===== src/rtl/cmd_pulse_executor.sv =====
// ============================================================================
// Module : cmd_pulse_executor
// Brief  : Fetches one time-tagged command and plays its blanked pulse train.
// Rev    : 1.0
// ============================================================================
`default_nettype none

module cmd_pulse_executor #(
  parameter int unsigned LATE_MAX    = 48,
  parameter int unsigned REQ_TIMEOUT = 1023
) (
  input  logic        CLK,
  input  logic        rst_n,
  input  logic        EN,
  input  logic        ABORT,
  input  logic [63:0] TIME,
  input  logic        DATA_WR,
  input  logic [47:0] FREQ,
  input  logic [47:0] FREQ_STEP,
  input  logic [31:0] FREQ_RATE,
  input  logic [63:0] TIME_START,
  input  logic [15:0] N_impulse,
  input  logic [1:0]  TYPE_impulse,
  input  logic [31:0] Interval_Ti,
  input  logic [31:0] Interval_Tp,
  input  logic [31:0] Tblank1,
  input  logic [31:0] Tblank2,
  output logic        REQ_COMM,
  output logic        BUSY,
  output logic        IMP_OUT,
  output logic        BLANK,
  output logic [47:0] FREQ_OUT,
  output logic [15:0] IMP_CNT,
  output logic        DONE,
  output logic        ERR_LATE
);

  typedef enum logic [2:0] {
    S_IDLE  = 3'd0,
    S_REQ   = 3'd1,
    S_CHECK = 3'd2,
    S_ARMED = 3'd3,
    S_PRE   = 3'd4,
    S_PULSE = 3'd5,
    S_POST  = 3'd6,
    S_GAP   = 3'd7
  } state_t;

  localparam logic [1:0] c_TYPE_CHIRP = 2'd1;
  localparam logic [1:0] c_TYPE_STEP  = 2'd2;

  state_t      r_state;
  logic [47:0] r_freq, r_step, r_acc, r_fout;
  logic [31:0] r_rate, r_ti, r_tp, r_tb1, r_tb2;
  logic [63:0] r_ts;
  logic [15:0] r_n, r_imp_cnt;
  logic [1:0]  r_type;
  logic        r_late;
  logic [31:0] r_cnt, r_per, r_rc, r_to;
  logic        r_req, r_busy, r_imp, r_blank, r_done, r_err;

  logic [31:0] w_rate_eff;
  logic        w_time_ok, w_late_now, w_last_pulse;
  logic        w_start, w_end, w_last;

  assign w_rate_eff   = (r_rate == 32'd0) ? 32'd1 : r_rate;
  assign w_time_ok    = (TIME >= r_ts);
  // Widened by one bit so TIME_START near the top of the range cannot wrap.
  assign w_late_now   = ({1'b0, TIME} > ({1'b0, TIME_START} + 65'(LATE_MAX)));
  assign w_last_pulse = ((r_imp_cnt + 16'd1) == r_n);

  // Phase boundaries: w_end marks the last blanked clock of a pulse slot,
  // w_start requests the first clock of the next pulse.
  always_comb begin
    w_start = 1'b0;
    w_end   = 1'b0;
    w_last  = 1'b0;
    case (r_state)
      S_ARMED: w_start = w_time_ok && (r_tb1 == 32'd0);
      S_PRE:   w_start = (r_cnt == 32'd1);
      S_PULSE: if (r_cnt == 32'd1 && r_tb2 == 32'd0) begin
                 w_end  = 1'b1;
                 w_last = w_last_pulse;
               end
      S_POST:  if (r_cnt == 32'd1) begin
                 w_end  = 1'b1;
                 w_last = (r_imp_cnt == r_n);
               end
      S_GAP:   w_start = (r_per <= 32'd1);
      default: ;
    endcase
    if (w_end && !w_last && r_per <= 32'd1)
      w_start = 1'b1;
  end

  always_ff @(posedge CLK or negedge rst_n) begin
    if (!rst_n) begin
      r_state   <= S_IDLE;
      r_freq    <= '0;
      r_step    <= '0;
      r_acc     <= '0;
      r_fout    <= '0;
      r_rate    <= '0;
      r_ti      <= '0;
      r_tp      <= '0;
      r_tb1     <= '0;
      r_tb2     <= '0;
      r_ts      <= '0;
      r_n       <= '0;
      r_imp_cnt <= '0;
      r_type    <= '0;
      r_late    <= 1'b0;
      r_cnt     <= '0;
      r_per     <= '0;
      r_rc      <= '0;
      r_to      <= '0;
      r_req     <= 1'b0;
      r_busy    <= 1'b0;
      r_imp     <= 1'b0;
      r_blank   <= 1'b0;
      r_done    <= 1'b0;
      r_err     <= 1'b0;
    end else begin
      r_done <= 1'b0;
      r_err  <= 1'b0;
      // Clocks remaining in the current pulse period; saturates at zero.
      if (r_per != 32'd0)
        r_per <= r_per - 32'd1;

      if (ABORT) begin
        r_state <= S_IDLE;
        r_req   <= 1'b0;
        r_busy  <= 1'b0;
        r_imp   <= 1'b0;
        r_blank <= 1'b0;
        r_fout  <= '0;
      end else begin
        case (r_state)
          S_IDLE: if (EN) begin
            r_state <= S_REQ;
            r_req   <= 1'b1;
            r_to    <= 32'(REQ_TIMEOUT);
          end
          S_REQ: begin
            if (r_req && DATA_WR) begin
              r_freq    <= FREQ;
              r_acc     <= FREQ;
              r_step    <= FREQ_STEP;
              r_rate    <= FREQ_RATE;
              r_ts      <= TIME_START;
              r_n       <= N_impulse;
              r_type    <= TYPE_impulse;
              r_ti      <= Interval_Ti;
              r_tp      <= Interval_Tp;
              r_tb1     <= Tblank1;
              r_tb2     <= Tblank2;
              r_late    <= w_late_now;
              r_imp_cnt <= '0;
              r_req     <= 1'b0;
              r_state   <= S_CHECK;
            end else if (!EN) begin
              r_req   <= 1'b0;
              r_state <= S_IDLE;
            end else if (!r_req) begin
              r_req <= 1'b1;
              r_to  <= 32'(REQ_TIMEOUT);
            end else if (r_to == 32'd1) begin
              r_req <= 1'b0;
            end else begin
              r_to <= r_to - 32'd1;
            end
          end
          S_CHECK: begin
            if (r_late || r_ti == 32'd0) begin
              r_err   <= 1'b1;
              r_state <= S_IDLE;
            end else if (r_n == 16'd0) begin
              r_done  <= 1'b1;
              r_state <= S_IDLE;
            end else begin
              r_busy  <= 1'b1;
              r_state <= S_ARMED;
            end
          end
          S_ARMED: if (w_time_ok && r_tb1 != 32'd0) begin
            r_state <= S_PRE;
            r_blank <= 1'b1;
            r_cnt   <= r_tb1;
          end
          S_PRE: if (r_cnt != 32'd1)
            r_cnt <= r_cnt - 32'd1;
          S_PULSE: begin
            if (r_cnt == 32'd1) begin
              r_imp_cnt <= r_imp_cnt + 16'd1;
              r_imp     <= 1'b0;
              r_fout    <= '0;
              if (r_tb2 != 32'd0) begin
                r_state <= S_POST;
                r_cnt   <= r_tb2;
              end
            end else begin
              r_cnt <= r_cnt - 32'd1;
              if (r_type == c_TYPE_CHIRP) begin
                if (r_rc == 32'd1) begin
                  r_fout <= r_fout + r_step;
                  r_rc   <= w_rate_eff;
                end else begin
                  r_rc <= r_rc - 32'd1;
                end
              end
            end
          end
          S_POST: if (r_cnt != 32'd1)
            r_cnt <= r_cnt - 32'd1;
          default: ;
        endcase

        if (w_end) begin
          r_blank <= 1'b0;
          if (w_last) begin
            r_done  <= 1'b1;
            r_busy  <= 1'b0;
            r_state <= S_IDLE;
          end else if (!w_start) begin
            r_state <= S_GAP;
          end
        end

        // Step mode advances the base at each pulse start, so back-to-back
        // pulses never read a stale accumulator.
        if (w_start) begin
          r_state <= S_PULSE;
          r_imp   <= 1'b1;
          r_blank <= 1'b1;
          r_cnt   <= r_ti;
          r_per   <= r_tp;
          r_rc    <= w_rate_eff;
          if (r_type == c_TYPE_STEP) begin
            r_fout <= r_acc;
            r_acc  <= r_acc + r_step;
          end else begin
            r_fout <= r_freq;
          end
        end
      end
    end
  end

  assign REQ_COMM = r_req;
  assign BUSY     = r_busy;
  assign IMP_OUT  = r_imp;
  assign BLANK    = r_blank;
  assign FREQ_OUT = r_fout;
  assign IMP_CNT  = r_imp_cnt;
  assign DONE     = r_done;
  assign ERR_LATE = r_err;

endmodule

`default_nettype wire

===== config.mk =====
export PLATFORM = sky130hd
export DESIGN_NAME = cmd_pulse_executor
export DESIGN_NICKNAME = d
export VERILOG_FILES = /design/src/rtl/cmd_pulse_executor.sv
export SDC_FILE = /design/constraint.sdc
export NUM_CORES = 2
export LEC_CHECK = 0
export BUFFER_PORTS_ARGS = -buffer_cell sky130_fd_sc_hd__buf_2
export CAP_MARGIN = 20
export CORE_MARGIN = 5
export CORE_UTILIZATION = 25
export CTS_CLUSTER_DIAMETER = 80
export DETAILED_ROUTE_END_ITERATION = 10
export HOLD_SLACK_MARGIN = 0.06
export PLACE_DENSITY = 0.37
export SKIP_LAST_GASP = 1
export SYNTH_ARGS = -nofsm -noshare
export SYNTH_HDL_FRONTEND = slang
export SYNTH_SLANG_ARGS = --single-unit
export TNS_END_PERCENT = 100

===== constraint.sdc =====
create_clock -name CLK -period 4.1 [get_ports CLK]
set_input_delay 0.615 -clock CLK [delete_from_list [all_inputs] [get_ports CLK]]
set_output_delay 0.615 -clock CLK [all_outputs]
set_load 0.05 [all_outputs]

==> results.yml <==
run_status:
  outcome: "complete, no violations"
logic_synthesis:
  syn_area_um2: 36700
  synth_edf_count: 0
  synth.avg_cell_area_um2: 8.20
  ys_ff_latch: 588
  syn_inst: 4477
  synth_area_leaders: "dfrtp_1 (40%), nand2_1 (13%), ha_1 (7.9%), o21ai_0 (4.2%), a21oi_1 (3.7%)"
  yosys.area.top_type: "dfrtp_1"
  synth_top_cell_area_share_pct: 40.1
  synth_nets: 5119
  ys.flop_type: "dfrtp_1"
  yosysUniqueCellTypes: 86
  async_reset_ff_share_pct: 100
  yosys_warnings: 0
  synth-seq-area-share_pct: 40.1
worst_setup_path:
  cp_data_required_time_ns: 4.62
  path_depth: 11
  cp_data_arrival_time_ns: 4.44
  path_common_cell: "or4_1"
  endpoint_kind: "flip-flop"
  r2r_cells: 11
  crit_family: "simple AND/OR/NAND/NOR gates"
  crit_buf_inv: 2
  critPathSlowestCell: "or4b_4"
  path_class: "flip-flop to flip-flop"
  critPathLaunchType: "flip-flop"
  crit_fanout: 9
  slowest_delay_ns: 0.64
  crit_chain: "or4_1 > or4_1 > or4b_4 > nor4b_2 > o41ai_4 > and3_1 > and2_2 > buf_12 > buf_4 > a221oi_1 > nor2_1"
timing:
  final.period_utilization_pct: 95.6
  setup_viol: 0
  slew_headroom_pct: 37.6
  drv_slew: 0
  fin_skew_ns: 0.0781
  finalHoldViolations: 0
  tightest_slew_ns: 0.935
  period_needed_ns: 3.92
  timing.fmax_ghz: 0.255
  rsz0062_at_grt: "no"
die:
  die_h_um: 393
  placementRows: 140
  io_pins: 477
  initial_core_util_pct: 25.2
  core_um2: 146000
  die_w_um: 393
  dieArea_um2: 155000
grt:
  antenna_found_initial: 27
  grt_pass1_vias: 35000
  grt_use_total_pct: 18.5
  grt_start_max_net_pins: 129
  grt_pass1_wl_mm: 220
  overflow: 0
route:
  wl_mm: 145
  drcViolationCount: 0
  drt_iter0_drc: 1716
  num_vias: 34100
  via_per_inst: 4.77
  drtPass1Iterations: 5
  ant_nets: 0
  wl_per_cell_um: 20.3
clocking:
  cts_tree: "built"
  htree_levels: 3
  cts_buffers: 83
  cts_root_buf: "clkbuf_16"
  clkTransAtPathRegs_ns: 0.06
  cts_sinks: 588
  clock_latency_ns: 0.70
  clk_path_buf_depth: 3
layout:
  final-instance-count-excl-fill: 7157
  syn_to_final_growth_pct: 28.1
  drive_above_1_share_pct: 18.5
  fin_nets: 5814
power:
  power.density_nw_per_um2: 640
  finalPower_mw: 30.1
  clkPwrFrac_pct: 25.3
  p_seq_share_pct: 31.7
  comb_power_share_pct: 43.0
  p_leak_nw: 22.4
  ir_drop_mv: 0.303
  p_sw_mw: 12.5
  internal-power_mw: 17.6
  swShare_pct: 41.4
place:
  placedCellCount: 6920
  gp_congestion: 0.852
  dp_hpwl_mm: 111
  numPortBuffers: 476
min_path:
  hold_class: "primary input to flip-flop"
  hold_depth: 3
run:
  maxCapViolations: 0
## power by group through the flow
stage / Sequential (mW) / Combinational [mW] / Clock, mW
finish: 9.55 / 12.9 / 7.61
global placement: 9.67 / 12.9 / 0
global route: 9.82 / 14.6 / 8.12
detailed placement: 9.67 / 12.9 / 0
CTS: 9.58 / 13.0 / 7.91
floorplan: 9.68 / 8.42 / 0
## cell families (layout without fill, tap and decap cells)
kind of cell / after synthesis / after routing / share of synthesized area, %
flops: 588 / 588 / 40.1
mux: 38 / 38 / 1.05
xor+xnor: 239 / 239 / 5.70
compound gates: 1009 / 1009 / 17.3
fa+ha+maj: 235 / 235 / 8.05
buf+inv: 355 / 1108 / 3.84
simple gates: 2013 / 2013 / 23.9
other cells: 0 / 10 / 0
## final timing paths
kind / start / endpoint / slack, ns
max in group asynchronous: rst_n / r_freq[29] / 2.55
worst min register to register: r_freq[29] / r_freq[29] / 0.47
worst max register to register: r_per[5] / FREQ_OUT[29] / 0.18
min in group asynchronous: rst_n / r_step[15] / 0.53
worst min-delay path: FREQ_STEP[14] / r_step[14] / 0.13
worst max-delay path: r_per[5] / FREQ_OUT[29] / 0.18
## repair_timing
item / 4_1_cts / 5_1_grt
setup endpoints to repair: 46 / 135
hold endpoints to repair: 139 / 0
setup buffers: 0 / 1
pin swaps: 0 / 1
cloned: 0 / 0
gates resized for setup: 4 / 10
hold buffers: 82 / 0
## flip-flops by register name (all words and copies together), names as in the netlist, 48 cells and up
register	count
r_ts	64
FREQ_OUT	48
r_acc	48
r_freq	48
r_step	48
## cells in the mapped netlist, types with 35 or more instances
cell type	count
nand2_1	1241
dfrtp_1	588
o21ai_0	311
a21oi_1	271
nor2_1	269
ha_1	233
clkbuf_1	174
inv_1	133
xnor2_1	129
xor2_1	110
a21o_1	96
nand3_1	79
nor4_1	79
nand4_1	74
nor3_1	74
o22ai_1	46
a221oi_1	35
buf_2	35
o21a_1	35
## cell usage in the layout, fill, tap and decap left out, drive strengths merged, types with 11 or more instances in the layout
| master | count |
|---|---|
| a211oi | 19 |
| a21o | 96 |
| a21oi | 272 |
| a221oi | 35 |
| a22oi | 25 |
| a31o | 11 |
| a31oi | 12 |
| and2 | 13 |
| and3 | 29 |
| and4 | 19 |
| buf | 748 |
| clkbuf | 113 |
| clkinv | 16 |
| dfrtp | 588 |
| dlygate4sd3 | 82 |
| ha | 233 |
| inv | 138 |
| mux2i | 33 |
| nand2 | 1241 |
| nand2b | 21 |
| nand3 | 79 |
| nand4 | 74 |
| nor2 | 270 |
| nor2b | 19 |
| nor3 | 74 |
| nor4 | 81 |
| o21a | 35 |
| o21ai | 315 |
| o21bai | 19 |
| o221ai | 24 |
| o22ai | 46 |
| o31ai | 19 |
| or2 | 15 |
| or3 | 33 |
| or4 | 16 |
| xnor2 | 129 |
| xor2 | 110 |
## tightest hold or removal path, delay by kind of cell
kind | cells | cell delay, ns
buf+inv | 1 | 0.08
simple gates | 2 | 0.09
## per-layer routing
| layer | global-route usage [%] | part of all wire, % | wire, um |
|---|---|---|---|
| met3 | 3.77 | 5.2 | 7500 |
| met1 | 24.9 | 46 | 67400 |
| met4 | 5.00 | 2.5 | 3660 |
| met2 | 30.3 | 46 | 66900 |
| met5 | 0 | 0.043 | 62 |
## metrics by stage
stage	TNS [ns]	hold slack [ns]	util, %	instance area, um2	setup slack [ns]
4_1_cts	0	0.0601	32.2	47000	0.00931
6_report	0	0.127	32.2	47100	0.179
2_1_floorplan	0	0.319	-	36700	0.0271
5_1_grt	0	0.0817	32.2	47000	0.0189
3_3_place_gp	-18.17	0.457	29.7	43300	-0.260
3_5_place_dp	-44.64	0.462	29.7	43300	-0.372
## cell type report
type                            instances  area (um2)
Sequential cell                       588       14700
Clock inverter                         31         534
Tap cell                             1917        2400
Fill cell                           15800       98900
Inverter                              134         503
Timing Repair Buffer                  831        5800
Multi-Input combinational cell       3534       20800
Antenna cell                           10        25.0
Clock buffer                          112        2310
Note: power is estimated with default switching activity, not from simulation.
